### src/rtl/periph_bus_decoder.sv
// periph_bus_decoder
//   Connects the CPU data port to four memory-mapped slaves. Each access is
//   steered to a slave by address[31:28]. The decoder then holds that slave's
//   strobe until the slave responds, and returns a single response pulse to the CPU.
//   Accesses to an unmapped address, and accesses whose slave never answers,
//   complete with an error instead of stalling the core.
module periph_bus_decoder #(
  parameter logic [3:0] SLV0_ID = 4'h0,
  parameter logic [3:0] SLV1_ID = 4'h1,
  parameter logic [3:0] SLV2_ID = 4'h2,
  parameter logic [3:0] SLV3_ID = 4'h3,
  parameter int unsigned TIMEOUT = 255
) (
  input  logic         clk,
  input  logic         rst_n,
  input  logic         cpu_read,
  input  logic         cpu_write,
  input  logic [31:0]  cpu_address,
  input  logic [31:0]  cpu_write_data,
  output logic [31:0]  cpu_read_data,
  output logic         cpu_response,
  output logic         cpu_error,
  output logic         busy,
  output logic [3:0]   slv_read,
  output logic [3:0]   slv_write,
  output logic [31:0]  slv_address,
  output logic [31:0]  slv_write_data,
  input  logic [127:0] slv_read_data,
  input  logic [3:0]   slv_response
);

  localparam int NUM_SLV = 4;
  localparam logic [7:0] TMO = 8'(TIMEOUT);

  typedef enum logic [1:0] {IDLE, WAIT, DONE} state_t;

  // The access latched at acceptance. The address and data are kept in the
  // slv_* output registers themselves.
  typedef struct packed {
    logic       wr;
    logic       mapped;
    logic [1:0] sel;
  } req_t;

  state_t state, state_nxt;
  req_t   req, req_nxt;
  logic [7:0] tmo_cnt, tmo_cnt_nxt;

  logic [NUM_SLV-1:0][3:0]  slv_id;
  logic [NUM_SLV-1:0][31:0] rdata_arr;
  logic       dec_hit;
  logic [1:0] dec_sel;
  logic       accept;
  logic       sel_resp;
  logic [31:0] sel_rdata;
  logic       tmo_hit;

  logic [31:0] cpu_read_data_nxt;
  logic        cpu_response_nxt;
  logic        cpu_error_nxt;
  logic        busy_nxt;
  logic [3:0]  slv_read_nxt;
  logic [3:0]  slv_write_nxt;
  logic [31:0] slv_address_nxt;
  logic [31:0] slv_write_data_nxt;

  assign slv_id    = {SLV3_ID, SLV2_ID, SLV1_ID, SLV0_ID};
  assign rdata_arr = slv_read_data;

  // Address decode. The scan runs from the highest slave index downward, so
  // when two slaves share an ID the lowest index is the one that wins.
  always_comb begin
    dec_hit = 1'b0;
    dec_sel = 2'd0;
    for (int i = NUM_SLV - 1; i >= 0; i--) begin
      if (cpu_address[31:28] == slv_id[i]) begin
        dec_hit = 1'b1;
        dec_sel = 2'(i);
      end
    end
  end

  // Only the selected slave's response and read data are looked at.
  assign accept    = (state == IDLE) && (cpu_read || cpu_write);
  assign sel_resp  = slv_response[req.sel];
  assign sel_rdata = rdata_arr[req.sel];
  assign tmo_hit   = (tmo_cnt + 8'd1) == TMO;

  // State register
  always_ff @(posedge clk) begin
    if (!rst_n) begin
      state   <= IDLE;
      req     <= '0;
      tmo_cnt <= '0;
    end else begin
      state   <= state_nxt;
      req     <= req_nxt;
      tmo_cnt <= tmo_cnt_nxt;
    end
  end

  // Next-state logic. An unmapped access still passes through one WAIT cycle,
  // but it drives no strobe. This gives every access the same two-cycle
  // latency to cpu_response.
  always_comb begin
    state_nxt = state;
    case (state)
      IDLE: if (accept) state_nxt = WAIT;
      WAIT: if (!req.mapped || sel_resp || tmo_hit) state_nxt = DONE;
      DONE: state_nxt = IDLE;
      default: state_nxt = IDLE;
    endcase
  end

  // Output logic: compute the value every output will hold next cycle, so
  // that all outputs leave the block straight from flops.
  always_comb begin
    req_nxt            = req;
    slv_address_nxt    = slv_address;
    slv_write_data_nxt = slv_write_data;
    slv_read_nxt       = '0;
    slv_write_nxt      = '0;
    cpu_read_data_nxt  = '0;
    cpu_response_nxt   = 1'b0;
    cpu_error_nxt      = 1'b0;
    busy_nxt           = (state_nxt != IDLE);
    tmo_cnt_nxt        = '0;

    if (accept) begin
      // When read and write are both asserted, the access is treated as a write.
      req_nxt.wr         = cpu_write;
      req_nxt.mapped     = dec_hit;
      req_nxt.sel        = dec_sel;
      slv_address_nxt    = cpu_address;
      slv_write_data_nxt = cpu_write_data;
    end

    if (state_nxt == WAIT && req_nxt.mapped) begin
      if (req_nxt.wr) slv_write_nxt[req_nxt.sel] = 1'b1;
      else            slv_read_nxt[req_nxt.sel]  = 1'b1;
    end

    if (state == WAIT && state_nxt == WAIT) tmo_cnt_nxt = tmo_cnt + 8'd1;

    if (state == WAIT && state_nxt == DONE) begin
      cpu_response_nxt = 1'b1;
      // A response that arrives in the same cycle as the timeout is still honoured.
      cpu_error_nxt    = !req.mapped || !sel_resp;
      if (req.mapped && sel_resp && !req.wr) cpu_read_data_nxt = sel_rdata;
    end
  end

  // Output registers
  always_ff @(posedge clk) begin
    if (!rst_n) begin
      cpu_read_data  <= '0;
      cpu_response   <= 1'b0;
      cpu_error      <= 1'b0;
      busy           <= 1'b0;
      slv_read       <= '0;
      slv_write      <= '0;
      slv_address    <= '0;
      slv_write_data <= '0;
    end else begin
      cpu_read_data  <= cpu_read_data_nxt;
      cpu_response   <= cpu_response_nxt;
      cpu_error      <= cpu_error_nxt;
      busy           <= busy_nxt;
      slv_read       <= slv_read_nxt;
      slv_write      <= slv_write_nxt;
      slv_address    <= slv_address_nxt;
      slv_write_data <= slv_write_data_nxt;
    end
  end

endmodule

### config.mk
export PLATFORM = sky130hd
export DESIGN_NAME = periph_bus_decoder
export DESIGN_NICKNAME = d
export VERILOG_FILES = /design/src/rtl/periph_bus_decoder.sv
export SDC_FILE = /design/constraint.sdc
export NUM_CORES = 1
export LEC_CHECK = 0
export BUFFER_PORTS_ARGS = -buffer_cell sky130_fd_sc_hd__clkbuf_2
export CAP_MARGIN = 15
export CORE_AREA = 2 2 119 121
export CTS_CLUSTER_SIZE = 24
export DETAILED_ROUTE_END_ITERATION = 12
export DIE_AREA = 0 0 121 123
export GPL_TIMING_DRIVEN = 0
export PLACE_DENSITY = 0.8
export SLEW_MARGIN = 20
export SYNTH_ARGS = -nofsm -noshare
export SYNTH_HDL_FRONTEND = slang
export SYNTH_SLANG_ARGS = --single-unit
### constraint.sdc
create_clock -name clk -period 1.9 [get_ports clk]
set_clock_uncertainty 0.1 [all_clocks]
set_input_delay 0.38 -clock clk [delete_from_list [all_inputs] [get_ports clk]]
set_output_delay 0.38 -clock clk [all_outputs]
set_load 0.01 [all_outputs]
Yosys cells after proc, flatten, opt, wreduce, memory -nomap -nowiden
Cells that the tools add are included.
{ "classes": {"add_sub_neg": 1, "order_cmp": 3, "eq_ne": 7, "muxes": 19, "n_bitwise": 2, "n_reduce_logical": 22} }
{ "op_table": {"columns": ["cell", "n"], "rows": [
  ["32-bit binary-select mux with 2-bit select", 1],
  ["32-bit two-way mux", 1],
  ["2-bit two-way mux", 6],
  ["8-bit by 1-bit adder with 8-bit output, second input constant", 1],
  ["4-bit by 2-bit equality test with 1-bit output, second input constant", 2],
  ["8-bit equality test, second input constant", 1],
  ["1-bit logical AND", 7],
  ["1-bit two-way mux", 7],
  ["2-bit by 3-bit < comparator with 1-bit output, second input constant", 2],
  ["3-bit AND reduction", 2],
  ["2-bit by 1-bit equality test with 1-bit output, second input constant", 2],
  ["4-bit by 1-bit equality test with 1-bit output, second input constant", 1],
  ["4-bit zero test", 1],
  ["1-bit logical OR", 4],
  ["4-bit two-way mux", 1],
  ["2-bit case mux with 2 select lines", 1],
  ["2-bit AND reduction", 2],
  ["1-bit zero test", 3],
  ["3-bit OR reduction", 1],
  ["1-bit binary-select mux with 2-bit select", 1],
  ["1-bit demux with 2-bit select", 1],
  ["2-bit equality test, second input constant", 1],
  ["2-bit by 1-bit >= comparator with 1-bit output, second input constant", 1],
  ["2-bit zero test", 1],
  ["2 further kinds", 3]
]} }
{ "totals": {"reg_bits": 121, "elab_cells": 67} }

Depth between registers and ports, before layout
Gate-level depths: netlist of run 1.
{ "depth": {"word_depth": 10, "ltp_mapped": 7, "mapped_depth_nobuf": 6} }

Least setup slack after synthesis of run 1
OpenSTA, ideal clock, no wires.
{ "synth_timing": {"path_kind": "flip-flop to flip-flop", "from": "register tmo_cnt[0]", "to": "register state[0]", "setup_ns": 0.141, "t_arrival_ns": 1.614, "setup_slack_ns": 0.045, "stages_incl_launch_ff": 7, "n_path_buf": 1, "period_less_slack_ns": 1.855, "path_cell_list": "dfxtp_1 -> ha_1 -> xnor2_1 -> or3_1 -> clkbuf_1 -> o2111ai_2 -> o21ai_0"} }
{ "synth_via": {"elab_chain_len": 5} }
{ "synth_rtl": {"columns": ["item", "line_no", "rtl"], "rows": [
  ["start: declaration", "47", "logic [7:0] tmo_cnt, tmo_cnt_nxt;"],
  ["start signal: assignment", "98", "tmo_cnt <= tmo_cnt_nxt;"],
  ["8-bit by 1-bit adder with 8-bit output", "87", "assign tmo_hit = (tmo_cnt + 8'd1) == TMO;"],
  ["8-bit equality test", "87", null],
  ["1-bit logical OR", "109", "WAIT: if (!req.mapped || sel_resp || tmo_hit) state_nxt = DONE;"],
  ["2-bit two-way mux", "109", null],
  ["2-bit case mux with 2 select lines", "107", "case (state)"],
  ["end signal: assignment", "96", "state <= state_nxt;"],
  ["end: declaration", "45", "state_t state, state_nxt;"]
]} }
No other way between the ends.
A chain may end at the register's enable or synchronous reset.

Final worst setup path of run 1
{ "layout_timing": {"from": "register req[0] (netlist bit)", "to": "register cpu_read_data[5]"} }
{ "layout_via": {"elab_chain_len": 9, "elab_cells_between_ends": 13, "cone_classes": "eq/ne: 1; mux: 6; reduce/logical: 6"} }
{ "layout_rtl": {"columns": ["item", "line_no", "rtl"], "rows": [
  ["start: declaration", "46", "req_t req, req_nxt;"],
  ["start signal: assignment", "97", "req <= req_nxt;"],
  ["1-bit binary-select mux with 2-bit select", "85", "assign sel_resp = slv_response[req.sel];"],
  ["1-bit two-way mux (implied by the code)", "85", null],
  ["1-bit logical OR (2 in a row)", "109", null],
  ["2-bit two-way mux", "109", null],
  ["2-bit case mux with 2 select lines", "107", null],
  ["2-bit equality test", "145", "if (state == WAIT && state_nxt == DONE) begin"],
  ["1-bit logical AND", "145", null],
  ["3-bit AND reduction (no source line)", null, null],
  ["end signal: assignment", "165", "cpu_read_data <= cpu_read_data_nxt;"],
  ["end: declaration", "20", "output logic [31:0] cpu_read_data,"]
]} }
Parallel ways exist; a longest one is shown, timed or not. The select of a mux whose other input is x is not followed.

==> qor.yml, run 1 <==
run_status:
  status: "completed"
cells_and_area:
  layout_common_cells: "clkbuf_2 (311), nand2_1 (139), dfxtp_1 (118)"
  final_common_cell: "clkbuf_2"
  regArea_sq_mm: 0.002426
  fin_nets: 1035
  multi_input_area_sq_mm: 0.002375
  n_fill_cell: 1256
  area_delta_synth_final_pct: 51.90
  postLayoutCellArea_sq_mm: 0.007412
  drive_gt1_frac: 0.4823
timing:
  final-hold-violation-count: 0
  fin_hold_ws_ns: 0.08574
  drv_slew: 0
  rsz0062_at_grt: "yes"
  setup_tns_ns: 0
  fin_crit_ns: 1.834
  post-route-period-util: 0.9650
  max-slew-margin-rel: 0.5936
  worst_pin_slew_ns: 0.6097
  fmax_ghz: 0.5454
  setup_slack_ns: 0.06646
  setup_viol: 0
global_routing:
  grtUsageMet3: 0.06227
  grt_pass1_wl_um: 24470
  grt_usage: 0.2131
  grt_max_degree: 17
  grt_use_met2: 0.3824
  first_global_vias: 4815
  use_met1: 0.2395
  grt.overflow.total: 0
  grt-busiest-layer: "met2"
  antenna_found_initial: 1
synthesis:
  synth_top_family_by_area: "simple AND/OR/NAND/NOR gates"
  synth_cell_type_count: 38
  netlist_instances: 506
  synth-warning-count: 0
  yosys_most_used_dff: "dfxtp_1"
  ys_seq_area_frac: 0.4964
  synth_simple_gate_area_frac: 0.1938
  synth-seq-cells: 121
  synth.mux.area_fraction: 0.1546
  synth_edf_count: 0
  syn-cell-area_sq_mm: 0.004880
  avgSynthCellArea_sq_um: 9.644
  synth_xor_area_frac: 0.01077
  synth_compound_area_frac: 0.1056
  synthAdderAreaFrac: 0.005128
  ys_async_sr_fraction: 0
  synth_fp_nets: 708
power:
  switching_power_mw: 1.738
  p_leak_nw: 3.404
  p_sw_frac: 0.2437
  power_frac_comb: 0.135
  pwr-share-seq: 0.384
  irDropWorstVdd_v: 0.0009949
  totalPowerFinal_mw: 7.129
  power.internal_mw: 5.391
  clock_power_share: 0.481
  powerDensity_mw_per_mm2: 961.8
critical_path:
  r2r_cells: 6
  cp.arrival_ns: 2.03
  critical_path.max_fanout: 10
  critPathKind: "reg2reg"
  reg2reg_to: "cpu_read_data[5]"
  critPathLaunchType: "flip-flop"
  startpoint: "req[0]"
  endpoint_kind: "flip-flop"
  timing.rr.start: "req[0]"
  cp.required_ns: 2.10
  r2r_slack_ns: 0.07
placement:
  port_buffers: 306
  place.detailed.hpwl_um: 13100
  routabilityCongestion: 0.8400
  placed_cell_area_sq_mm: 0.006636
  pre_cts_slack_ns: -0.2359
cts:
  path_clk_slew_ns: 0.06
  root_buffer: "clkbuf_16"
  clockBufferDepth: 2
  cts_tree: "done"
  h-tree-depth: 4
  numCtsBuffers: 17
  holdBufCountCts: 0
  cts_sinks: 121
  insertion_delay_ns: 0.41
drt:
  drtPass1Iterations: 5
  drt_wl_total_um: 16400
  ant_nets: 0
  drc: 0
  num_vias: 4999
  avgRoutedWirePerCell_um: 15.97
  drt_iter0_markers: 201
  vias_per_cell: 4.868
run:
  maxCapViolations: 0
hold_path:
  holdPathStages: 3
  worstHoldPathType: "in2reg"
  hp-start: "cpu_address[12]"
  whs_endpoint: "slv_address[12]"
floorplanning:
  start_util: 0.3585
  num_rows: 43
  die_w_um: 121
  die_area_sq_mm: 0.01488
  die_y_um: 123
  pin_count: 307
  core_area_sq_mm: 0.01361
[worst max-delay path by stage]
stage / depth (start not counted) / to / slack, ns
floorplan: 6 / state[0] / 0.05
detailed placement: 6 / cpu_read_data[5] / -0.24
global route: 6 / cpu_read_data[14] / -0.003
finish: 6 / cpu_read_data[5] / 0.07
global placement: 6 / cpu_read_data[5] / -0.22
CTS: 5 / slv_read[2] / 0.005
[cell type report]
cell class | count | area share
Clock buffer | 21 | 0.06212
Tap cell | 180 | 0.03038
Buffer | 35 | 0.02498
Clock inverter | 11 | 0.02279
Timing Repair Buffer | 309 | 0.2097
Antenna cell | 1 | 0.0003376
Multi-Input combinational cell | 345 | 0.3204
Inverter | 4 | 0.002026
Sequential cell | 121 | 0.3273
[metrics by stage]
step / utilization / std cells
finish: 0.5445 / 1027
global route: 0.5445 / 1027
CTS: 0.5394 / 1026
detailed placement: 0.4875 / 992
global placement: 0.4875 / 992
floorplan: - / 506
[power groups by stage]
stage	Clock, mW	Combinational [mW]	Sequential, mW
finish	3.43	0.963	2.74
global route	3.59	1.06	2.75
CTS	3.47	0.954	2.74
detailed placement	0	0.941	2.79
global placement	0	0.923	2.79
floorplan	0	0.424	2.85
[flip-flops by register name (all words and copies together), names as in the netlist]
signal,count
cpu_response,1
busy,1
req,4
slv_write_data,32
slv_address,32
state,2
slv_write,4
cpu_read_data,32
tmo_cnt,8
slv_read,4
cpu_error,1
[kinds of logic after synthesis]
logic type,Yosys count
XOR/XNOR,6
buffers and inverters,40
adder cells (fa/ha/maj),2
AO/OA/AOI/OAI,91
multiplexers,35
flip-flops,121
AND/OR/NAND/NOR,211
[worst max-delay path, cell delays in order (launching register included)]
cell	delay [ns]
dfxtp_1	0.37
mux2_2	0.38
mux2_2	0.28
nand4b_1	0.09
buf_4	0.17
buf_6	0.15
and2b_1	0.18
[repair_timing]
item | in CTS | in global routing
gates resized for setup | 17 | 25
pin swaps | 3 | 1
buffers inserted | 3 | 0
setup endpoints to repair | 54 | 60
[routing by layer]
metal / vias up / share of wire
met5: - / 0
met2: 216 / 0.52
li1: 2401 / -
met4: 0 / 0.024
met1: 2353 / 0.39
met3: 29 / 0.072
[cell usage after synthesis, types with 2 or more instances]
cell       instances  share of area
inv_1              4         0.0031
nand2b_1           2         0.0026
a211oi_1           5         0.0077
nand3_1            5         0.0051
nand2_1          139           0.11
mux4_2            32           0.15
and3_1             4         0.0051
xnor2_1            2         0.0036
buf_1              2         0.0015
clkbuf_1          23          0.018
a21oi_1           71          0.073
dfxtp_1          121           0.50
xor2_1             4         0.0072
nor2_1            14          0.011
buf_2             11          0.011
o21ai_0            4         0.0041
nand4_1            2         0.0026
o32a_1             2         0.0041
or2_2              2         0.0026
or3_1              2         0.0026
o2111ai_1          4         0.0072
mux2_2             3         0.0069
ha_1               2         0.0051
and2b_1            2         0.0031
nor2b_1           31          0.040
Power figures use the tool's default switching activity.
==> run 2, diff against run 1 <==
Settings changed: PLACE_DENSITY 0.8 to 0.72.
==> qor.yml, run 2 (same netlist as run 1, synthesis figures left out) <==
run_status:
  status: "completed"
power:
  p_leak_nw: 3.406
  power_frac_comb: 0.139
  powerDensity_mw_per_mm2: 934.2
  irDropWorstVdd_v: 0.0006546
  pwr-share-seq: 0.396
  p_sw_frac: 0.2570
  totalPowerFinal_mw: 6.916
  power.internal_mw: 5.139
  clock_power_share: 0.465
  switching_power_mw: 1.777
global_routing:
  grt_pass1_wl_um: 23870
  antenna_found_initial: 1
  first_global_vias: 4656
  grt_usage: 0.2136
  grt_max_degree: 17
  grt.overflow.total: 0
cells_and_area:
  layout_common_cells: "clkbuf_2 (314), nand2_1 (138), dfxtp_1 (117)"
  area_delta_synth_final_pct: 51.72
  n_fill_cell: 1288
  final_common_cell: "clkbuf_2"
  antenna_cells: 0
  drive_gt1_frac: 0.4923
  fin_nets: 1036
  reg.largest.list: "cpu_read_data: 32 flops, slv_address: 32 flops, slv_write_data: 32 flops"
drt:
  drt_iter0_markers: 193
  num_vias: 4889
  vias_per_cell: 4.760
  drc: 0
  drt-met1-wl_um: 5852
  top_layer: "met4"
  drt_wl_total_um: 16380
  drtPass1Iterations: 4
  wl_met3_um: 1578
  avgRoutedWirePerCell_um: 15.95
  routed-wl-met2_um: 8597
  ant_nets: 0
floorplanning:
  die_y_um: 123
  start_util: 0.3585
  die_w_um: 121
  die_area_sq_mm: 0.01488
  core_area_sq_mm: 0.01361
  pin_count: 307
  num_rows: 43
critical_path:
  cp.arrival_ns: 2.08
  critPathBufInv: 1
  critPathLaunchType: "flip-flop"
  cpLargestDelayFamily: "simple AND/OR/NAND/NOR gates"
  endpoint_kind: "flip-flop"
  crit_chain: "or2_0 > buf_4 > or4_4 > o32a_1 > a211oi_2"
  crit_slowest_cell: "or4_4"
  cp.required_ns: 2.11
  critical_path.max_fanout: 7
  critPathKind: "reg2reg"
  critical_path.max_stage_delay_ns: 0.51
hold_path:
  worstHoldPathType: "in2reg"
cts:
  cts_tree: "done"
  numCtsBuffers: 17
  cts_sinks: 121
  clockBufferDepth: 2
  path_clk_slew_ns: 0.06
  root_buffer: "clkbuf_16"
  insertion_delay_ns: 0.41
  h-tree-depth: 4
timing:
  rsz0062_at_grt: "yes"
  setup_viol: 0
  fin_hold_ws_ns: 0.07847
  drv_slew: 0
  max-slew-margin-rel: 0.5757
  final-hold-violation-count: 0
  post-route-period-util: 0.9833
  worst_pin_slew_ns: 0.6365
  fin_crit_ns: 1.868
  fmax_ghz: 0.5352
run:
  maxCapViolations: 0
placement:
  place.detailed.hpwl_um: 12870
  port_buffers: 306
  routabilityCongestion: 0.9106
==> run 2: changes by cell type in the layout (fill, tap and decap cells not counted), sizes merged <==
cell      previous run  this run
diode                1         0
clkbuf             348       345
inv                  5         7
clkinvlp             1         2
buf                 17        19
bufinv               4         2
clkinv               5         6
==> run 2: what timing repair did <==
action,4_1_cts,5_1_grt
pin swaps,3,1
endpoints found under the setup margin,87,65
hold buffers,0,0
setup buffers,3,1
gates resized for setup,20,26
==> run 2: path summary, 6_finish.rpt <==
check                                       start           endpoint  slack, ns  depth (start not counted)
worst min-delay path            cpu_write_data[3]  slv_write_data[3]       0.08                          3
worst min register to register  slv_write_data[5]  slv_write_data[5]       0.35                          2
worst max register to register           state[0]        slv_read[0]       0.03                          5
worst max-delay path                     state[0]        slv_read[0]       0.03                          5
==> run 2: power groups by stage <==
stage	clock [mW]	combinational, mW	sequential, mW
after CTS	3.28	0.958	2.74
after global placement	0	0.932	2.79
final	3.21	0.961	2.74
after global routing	3.39	1.07	2.75
after detailed placement	0	0.940	2.79
after floorplan	0	0.424	2.85
==> run 2: worst register-to-register path, cell delays in order (launching register included) <==
cell      delay, ns
dfxtp_2        0.34
or2_0          0.22
buf_4          0.16
or4_4          0.51
o32a_1         0.21
a211oi_2       0.23
==> run 2: stage by stage <==
stage	cell area [sq um]	worst slack, ns	setup TNS (ns)	instances	util
2_1_floorplan	4880	0.04517	0	506	-
3_3_place_gp	6636	-0.2030	-7.676	992	0.4875
3_5_place_dp	6636	-0.2638	-9.484	992	0.4875
4_1_cts	7331	-0.005072	-0.005072	1026	0.5386
5_1_grt	7403	-0.01373	-0.02257	1027	0.5439
6_report	7403	0.03164	0	1027	0.5439
==> run 2: per-layer routing <==
layer / vias up / track usage
met5: - / 0
met4: 0 / 0.08939
met3: 26 / 0.08395
met2: 232 / 0.3873
met1: 2232 / 0.2190
li1: 2399 / -
==> run 2: layout make-up <==
| type | instances | area (sq um) | area share |
|---|---|---|---|
| Sequential cell | 121 | 2427 | 0.3279 |
| Multi-Input combinational cell | 345 | 2381 | 0.3216 |
| Timing Repair Buffer | 310 | 1574 | 0.2126 |
| Clock buffer | 19 | 452.9 | 0.06118 |
| Tap cell | 180 | 225.2 | 0.03042 |
| Buffer | 35 | 185.2 | 0.02501 |
| Clock inverter | 13 | 142.6 | 0.01927 |
| Inverter | 4 | 15.01 | 0.002028 |
